===== src/rtl/dual_diagonal_backsub_stream.sv =====
// dual_diagonal_backsub_stream
//   Streaming dual-diagonal back-substitution for the QC-LDPC parity path.
//   Produces p_k = p_{k-1} ^ lambda_k over a block of N words, where p_{-1}
//   is the seed word captured on the first beat of the block.
//
//   Optional feature macro: DDB_ROTATE_SEED_EN
//     defined   : seed is rotated left by (i_cfg_shift mod WIDTH) before use
//     undefined : seed is used as-is, i_cfg_shift is ignored
//
// Ports
//   i_clock, i_reset            clock, synchronous active-high reset
//   i_cfg_num_words             block length N (sampled on first beat)
//   i_cfg_shift                 seed rotation (sampled on first beat)
//   i_in_seed                   p_{-1} (sampled on first beat)
//   i_in_data/valid, o_in_ready upstream lambda stream
//   o_out_data/valid/last,
//   i_out_ready                 downstream parity stream, last = word N-1
//   o_cfg_err                   sticky illegal-length flag
module dual_diagonal_backsub_stream #(
    parameter  int WIDTH     = 16,
    parameter  int MAX_WORDS = 8,
    localparam int CW        = $clog2(MAX_WORDS + 1),
    localparam int SW        = (WIDTH > 1) ? $clog2(WIDTH) : 1
) (
    input  logic             i_clock,
    input  logic             i_reset,
    input  logic [CW-1:0]    i_cfg_num_words,
    input  logic [SW-1:0]    i_cfg_shift,
    input  logic [WIDTH-1:0] i_in_seed,
    input  logic [WIDTH-1:0] i_in_data,
    input  logic             i_in_valid,
    output logic             o_in_ready,
    output logic [WIDTH-1:0] o_out_data,
    output logic             o_out_valid,
    input  logic             i_out_ready,
    output logic             o_out_last,
    output logic             o_cfg_err
);

    typedef enum logic {S_IDLE, S_RUN} state_t;

    state_t           state_q, state_d;
    logic [CW-1:0]    cnt_q, cnt_d;
    logic [CW-1:0]    n_q, n_d;
    logic [WIDTH-1:0] acc_q, acc_d;
    logic [WIDTH-1:0] out_data_q, out_data_d;
    logic             out_valid_q, out_valid_d;
    logic             out_last_q, out_last_d;
    logic             cfg_err_q, cfg_err_d;

    logic             accept;
    logic             cfg_bad;
    logic [CW-1:0]    n_first;
    logic [WIDTH-1:0] seed_eff;
    logic [WIDTH-1:0] p_word;
    logic             p_last;

`ifdef DDB_ROTATE_SEED_EN
    // Rotate-left via the upper half of a doubled word shifted left.
    logic [2*WIDTH-1:0] seed_dbl;
    always_comb begin
        seed_dbl = {i_in_seed, i_in_seed} << (int'(i_cfg_shift) % WIDTH);
        seed_eff = seed_dbl[2*WIDTH-1 -: WIDTH];
    end
`else
    logic unused_shift;
    assign unused_shift = ^i_cfg_shift;
    assign seed_eff     = i_in_seed;
`endif

    // Single output register: can take a new word whenever it is empty
    // or being drained this cycle.
    assign o_in_ready = !out_valid_q || i_out_ready;
    assign accept     = i_in_valid && o_in_ready;

    // Illegal lengths run as a full-size block.
    assign cfg_bad = (i_cfg_num_words == '0) || (i_cfg_num_words > CW'(MAX_WORDS));
    assign n_first = cfg_bad ? CW'(MAX_WORDS) : i_cfg_num_words;

    always_comb begin
        state_d     = state_q;
        cnt_d       = cnt_q;
        n_d         = n_q;
        acc_d       = acc_q;
        out_data_d  = out_data_q;
        out_valid_d = out_valid_q;
        out_last_d  = out_last_q;
        cfg_err_d   = cfg_err_q;
        p_word      = '0;
        p_last      = 1'b0;

        if (out_valid_q && i_out_ready) out_valid_d = 1'b0;

        if (accept) begin
            if (state_q == S_IDLE) begin
                p_word = seed_eff ^ i_in_data;
                n_d    = n_first;
                if (cfg_bad) cfg_err_d = 1'b1;
                if (n_first == CW'(1)) begin
                    p_last = 1'b1;
                    cnt_d  = '0;
                end else begin
                    cnt_d   = CW'(1);
                    state_d = S_RUN;
                end
            end else begin
                p_word = acc_q ^ i_in_data;
                if (cnt_q == n_q - CW'(1)) begin
                    p_last  = 1'b1;
                    cnt_d   = '0;
                    state_d = S_IDLE;
                end else begin
                    cnt_d = cnt_q + CW'(1);
                end
            end
            acc_d       = p_word;
            out_data_d  = p_word;
            out_valid_d = 1'b1;
            out_last_d  = p_last;
        end
    end

    always_ff @(posedge i_clock) begin
        if (i_reset) begin
            state_q     <= S_IDLE;
            cnt_q       <= '0;
            n_q         <= '0;
            acc_q       <= '0;
            out_data_q  <= '0;
            out_valid_q <= 1'b0;
            out_last_q  <= 1'b0;
            cfg_err_q   <= 1'b0;
        end else begin
            state_q     <= state_d;
            cnt_q       <= cnt_d;
            n_q         <= n_d;
            acc_q       <= acc_d;
            out_data_q  <= out_data_d;
            out_valid_q <= out_valid_d;
            out_last_q  <= out_last_d;
            cfg_err_q   <= cfg_err_d;
        end
    end

    assign o_out_data  = out_data_q;
    assign o_out_valid = out_valid_q;
    assign o_out_last  = out_last_q;
    assign o_cfg_err   = cfg_err_q;

endmodule

===== config.mk =====
export PLATFORM = sky130hd
export DESIGN_NAME = dual_diagonal_backsub_stream
export DESIGN_NICKNAME = d
export VERILOG_FILES = /design/src/rtl/dual_diagonal_backsub_stream.sv
export SDC_FILE = /design/constraint.sdc
export NUM_CORES = 1
export LEC_CHECK = 0
export ABC_AREA = 1
export BUFFER_PORTS_ARGS = -buffer_cell sky130_fd_sc_hd__buf_2
export CAP_MARGIN = 0
export CORE_MARGIN = 5
export CORE_UTILIZATION = 25
export DETAILED_ROUTE_END_ITERATION = 12
export PLACE_DENSITY = 0.47
export SYNTH_ARGS = -nofsm -noshare
export SYNTH_HDL_FRONTEND = slang
export SYNTH_SLANG_ARGS = --single-unit

===== constraint.sdc =====
create_clock -name i_clock -period 2 [get_ports i_clock]
set_clock_uncertainty 0.15 [all_clocks]
set_input_delay 0.4 -clock i_clock [delete_from_list [all_inputs] [get_ports i_clock]]
set_output_delay 0.4 -clock i_clock [all_outputs]
set_load 0.005 [all_outputs]

Word-level counts from Yosys, hierarchy flattened
Index checks and enable logic that the tools add are counted.
{"block": "totals", "regBits": 28, "latchBits": 0, "ramBits": 0, "mem_bits_ro": 0, "out_inout_bits": 20, "memories": 0}
{"block": "classes", "add_sub_neg": 2, "multipliers": 0, "div_mod_pow": 0, "order_cmp": 1, "n_eq_ne": 2, "shift": 0, "muxes": 13, "n_bitwise": 3, "n_reduce_logical": 9}
{"cell": "16-bit XOR", "n": 2}
{"cell": "16-bit 2-to-1 mux", "n": 1}
{"cell": "4-bit 2-to-1 mux", "n": 3}
{"cell": "1-bit 2-to-1 mux", "n": 9}
{"cell": "4-bit by 1-bit adder with 4-bit output, second input constant", "n": 1}
{"cell": "4-bit by 1-bit equality test with 1-bit output, second input constant", "n": 1}
{"cell": "4-bit equality test", "n": 1}
{"cell": "4-bit greater-than comparator, second input constant", "n": 1}
{"cell": "4-bit logical NOT", "n": 1}
{"cell": "4-bit by 1-bit subtractor with 4-bit output, second input constant", "n": 1}
{"cell": "3-bit AND reduction", "n": 1}
{"cell": "1-bit logical AND", "n": 2}
{"cell": "1-bit logical OR", "n": 2}
{"cell": "2-bit AND reduction", "n": 1}
{"cell": "2-bit nonzero test", "n": 1}
{"cell": "1-bit logical NOT", "n": 1}
{"cell": "1-bit inverter", "n": 1}

Logic depth before layout (Yosys ltp)
{"block": "logic_depth", "word_depth": 6, "mapped_depth": 12, "depth_no_buf": 12}

Least setup slack after synthesis
OpenSTA, ideal clock, no wires.
{"block": "synth_path", "path_type": "flip-flop to flip-flop", "start": "reg n_q[0]", "end": "reg cnt_q[0]", "setup_ns": 0.115, "arrival_ns": 1.281, "setup_slack_ns": 0.454, "path_stages_with_launch": 13, "cell_sequence": "dfxtp_1 -> inv_1 -> ha_1 -> nand2_1 -> inv_1 -> nor2_1 -> nand2_1 -> nor2_1 -> nand2_1 -> nand2_2 -> nand2_1 -> nand2_1 -> nor2_1"}
{"block": "synth_between", "elab_chain_len": 4}
{"element": "from (decl)", "line_no": "44", "text": "logic [CW-1:0] n_q, n_d;"}
{"element": "from (signal assigned)", "line_no": "136", "text": "n_q <= n_d;"}
{"element": "4-bit by 1-bit subtractor with 4-bit output", "line_no": "108", "text": "if (cnt_q == n_q - CW'(1)) begin"}
{"element": "4-bit equality test", "line_no": "108"}
{"element": "4-bit 2-to-1 mux", "line_no": "108"}
{"element": "4-bit 2-to-1 mux", "line_no": "95", "text": "if (state_q == S_IDLE) begin"}
{"element": "to (signal assigned)", "line_no": "135", "text": "cnt_q <= cnt_d;"}
{"element": "to (decl)", "line_no": "43", "text": "logic [CW-1:0] cnt_q, cnt_d;"}
No other way between the ends.
A chain may end at the register's enable or synchronous reset.

Worst setup path in the final report
{"block": "layout_path", "start": "reg n_q[0]", "end": "reg state_q"}
{"block": "layout_between", "elab_chain_len": 4}
{"element": "4-bit by 1-bit subtractor with 4-bit output", "line_no": "108"}
{"element": "4-bit equality test", "line_no": "108"}
{"element": "1-bit 2-to-1 mux", "line_no": "108"}
{"element": "1-bit 2-to-1 mux", "line_no": "95"}
{"element": "to (signal assigned)", "line_no": "134", "text": "state_q <= state_d;"}
{"element": "to (decl)", "line_no": "42", "text": "state_t state_q, state_d;"}
No other way between the ends.

==> qor.yml <==
cts_tree: "done"
grt_pass1_wl_mm: 6.50
first_iter_violations: 59
antenna_found_initial: 0
synthCells: 242
min_period_ps: 1690
drive_above_1_share_pct: 30.4
initial_core_util_pct: 25.4
wl_met1_mm: 1.82
syn-cell-area_sq_um: 1710
syn2layout_area_growth_pct: 22.3
clock-root-buffer: "clkbuf_8"
cp-start-kind: "register"
finalSetupViolCount: 0
crit_fanout: 4
nNetsFinal: 347
yosysMostFrequentCell: "inv_1"
via_count: 1599
peakVddDrop_mv: 0.195
design_area_sq_um: 2090
drv_cap: 0
critPathKind: "register to register"
die_y_um: 92.6
cts_sinks: 28
die_area_sq_um: 8580
via_per_inst: 4.22
cts_max_level: 1
core_area_sq_um: 6720
finalMaxSlewViolations: 0
path_clk_slew_ps: 90
leakage_nw: 1.07
insertion_delay_ps: 270
async_flop_share_pct: 0
cts_resized: 0
wl_per_cell_um: 10.1
gp_routability_congestion: 0.743
cts-hold-fix-buffers: 0
yosysTopAreaCellShare_pct: 32.8
highest_layer: "met4"
grt_max_degree: 26
worstPathRequired_ps: 2030
synth_area_leaders: "dfxtp_1 (33%), inv_1 (9.9%), nand2_1 (9.0%), o21ai_2 (8.2%), xnor2_1 (8.2%)"
synth_edf_count: 0
rsz0062_at_grt: "no"
dp_hpwl_mm: 2.97
drc: 0
row_count: 30
io_buffer_count: 59
syn_avg_cell_area_sq_um: 7.05
tightest_slew_ps: 356
first_global_vias: 1457
nFillCells: 765
hold_path.class: "primary input to register"
grt_use_total_pct: 9.21
dr_wl_met3_um: 203
fmax_ghz: 0.590
synth_fp_nets: 288
ant_nets: 0
synth_ff_type: "dfxtp_1"
synth_top_cell_by_area: "dfxtp_1"
hold_ws_ps: 278
seq_area_frac_synth_pct: 32.8
synth-seq-cells: 28
placed_area_sq_um: 2050
finalHoldViolCount: 0
diodes: 0
clockBufferDepth: 2
critPathCaptureType: "register"
synth_common_cells: "inv_1 (45), nand2_1 (41), dfxtp_1 (28)"
cts_buffers: 3
power_per_cell_area_nw_per_um2: 648
die_w_um: 92.6
arrival_ps: 1720
outcome: "finished, final reports clean"
slew_headroom_pct: 76.3
post-cts-setup-buffers: 0
grt.overflow.total: 0
tns_ps: 0
power_w: 0.00135
ys_types: 23
yosysWarnings: 0
pin_count: 64
wl_met2_mm: 1.78
fin_crit_sh_pct: 84.7
first_pass_iters: 4
wl_mm: 3.83
## state kept, by name, summed over array words and instances (netlist names)
signal       count
o_out_data      16
state_q          1
cnt_q            4
o_out_last       1
o_out_valid      1
n_q              4
o_cfg_err        1
## worst max-delay path, stage by stage (launching register included)
cell     delay [ps]
dfxtp_1         360
inv_1            90
ha_1            310
nand2_1          70
inv_1            30
nor2_1           70
nand2_1          50
nor2_1           90
nand2_1          60
nand2_2          90
nand2_1          90
nand2_1          90
nor2_1           40
## power by group
part	leakage [nW]	switching, W	internal [W]
Combinational	0.812	0.000216	0.000187
Clock	0.0216	0.000176	0.000135
Sequential	0.232	0.0000318	0.000607
## layout make-up
| class | instances | area (sq um) | area share (%) |
|---|---|---|---|
| multi-input combinational | 156 | 866 | 41.5 |
| sequential | 28 | 562 | 26.9 |
| timing repair buffer | 64 | 333 | 15.9 |
| inverter | 48 | 185 | 8.87 |
| tap | 80 | 100 | 4.80 |
| clock buffer | 3 | 41.3 | 1.98 |
## cell usage in the layout (no fill, tap or decap)
cell type and instances:
buf_4 5, xor2_1 1, nand2_4 1, inv_2 2, a211oi_1 2, clkbuf_8 3, nor2_4 1, buf_2 59
a21oi_1 27, dfxtp_1 27, nand2_1 41, nor2_1 19, inv_6 1, nand3_1 7, o21ai_2 16, o21ai_0 4
dfxtp_2 1, xnor2_1 16, o21ai_1 16, a31oi_1 1, inv_1 45, nand2_2 2, ha_1 2
## metal layers
layer	track usage, %	up-vias
li1	-	873
met4	2.20	0
met2	15.3	30
met1	11.6	692
met5	0	-
met3	2.92	4
## path summary, 6_finish.rpt
| check | from | endpoint | slack, ps | cells after the start |
|---|---|---|---|---|
| max reg2reg | n_q[0] | state_q | 310 | 12 |
| max | n_q[0] | state_q | 310 | 12 |
| min | i_out_ready | o_out_valid | 280 | 4 |
| min reg2reg | o_out_last | o_out_last | 320 | 2 |
## cell families (layout without fill, tap and decap cells)
group | Yosys count | count (layout) | share of synthesized area, %
flip-flops | 28 | 28 | 32.8
AND/OR/NAND/NOR | 71 | 71 | 17.3
adder cells (fa/ha/maj) | 2 | 2 | 1.47
buffers and inverters | 58 | 115 | 16.4
XOR/XNOR | 17 | 17 | 8.72
AO/OA/AOI/OAI | 66 | 66 | 23.2
## stage by stage
step           util (%)  worst slack (ps)  std cells
3_5_place_dp       30.4               298        376
4_1_cts            31.1               287        379
5_1_grt            31.1              74.8        379
2_1_floorplan         -               454        242
3_3_place_gp       30.4               316        376
6_report           31.1               306        379
Power figures use the tool's default switching activity.
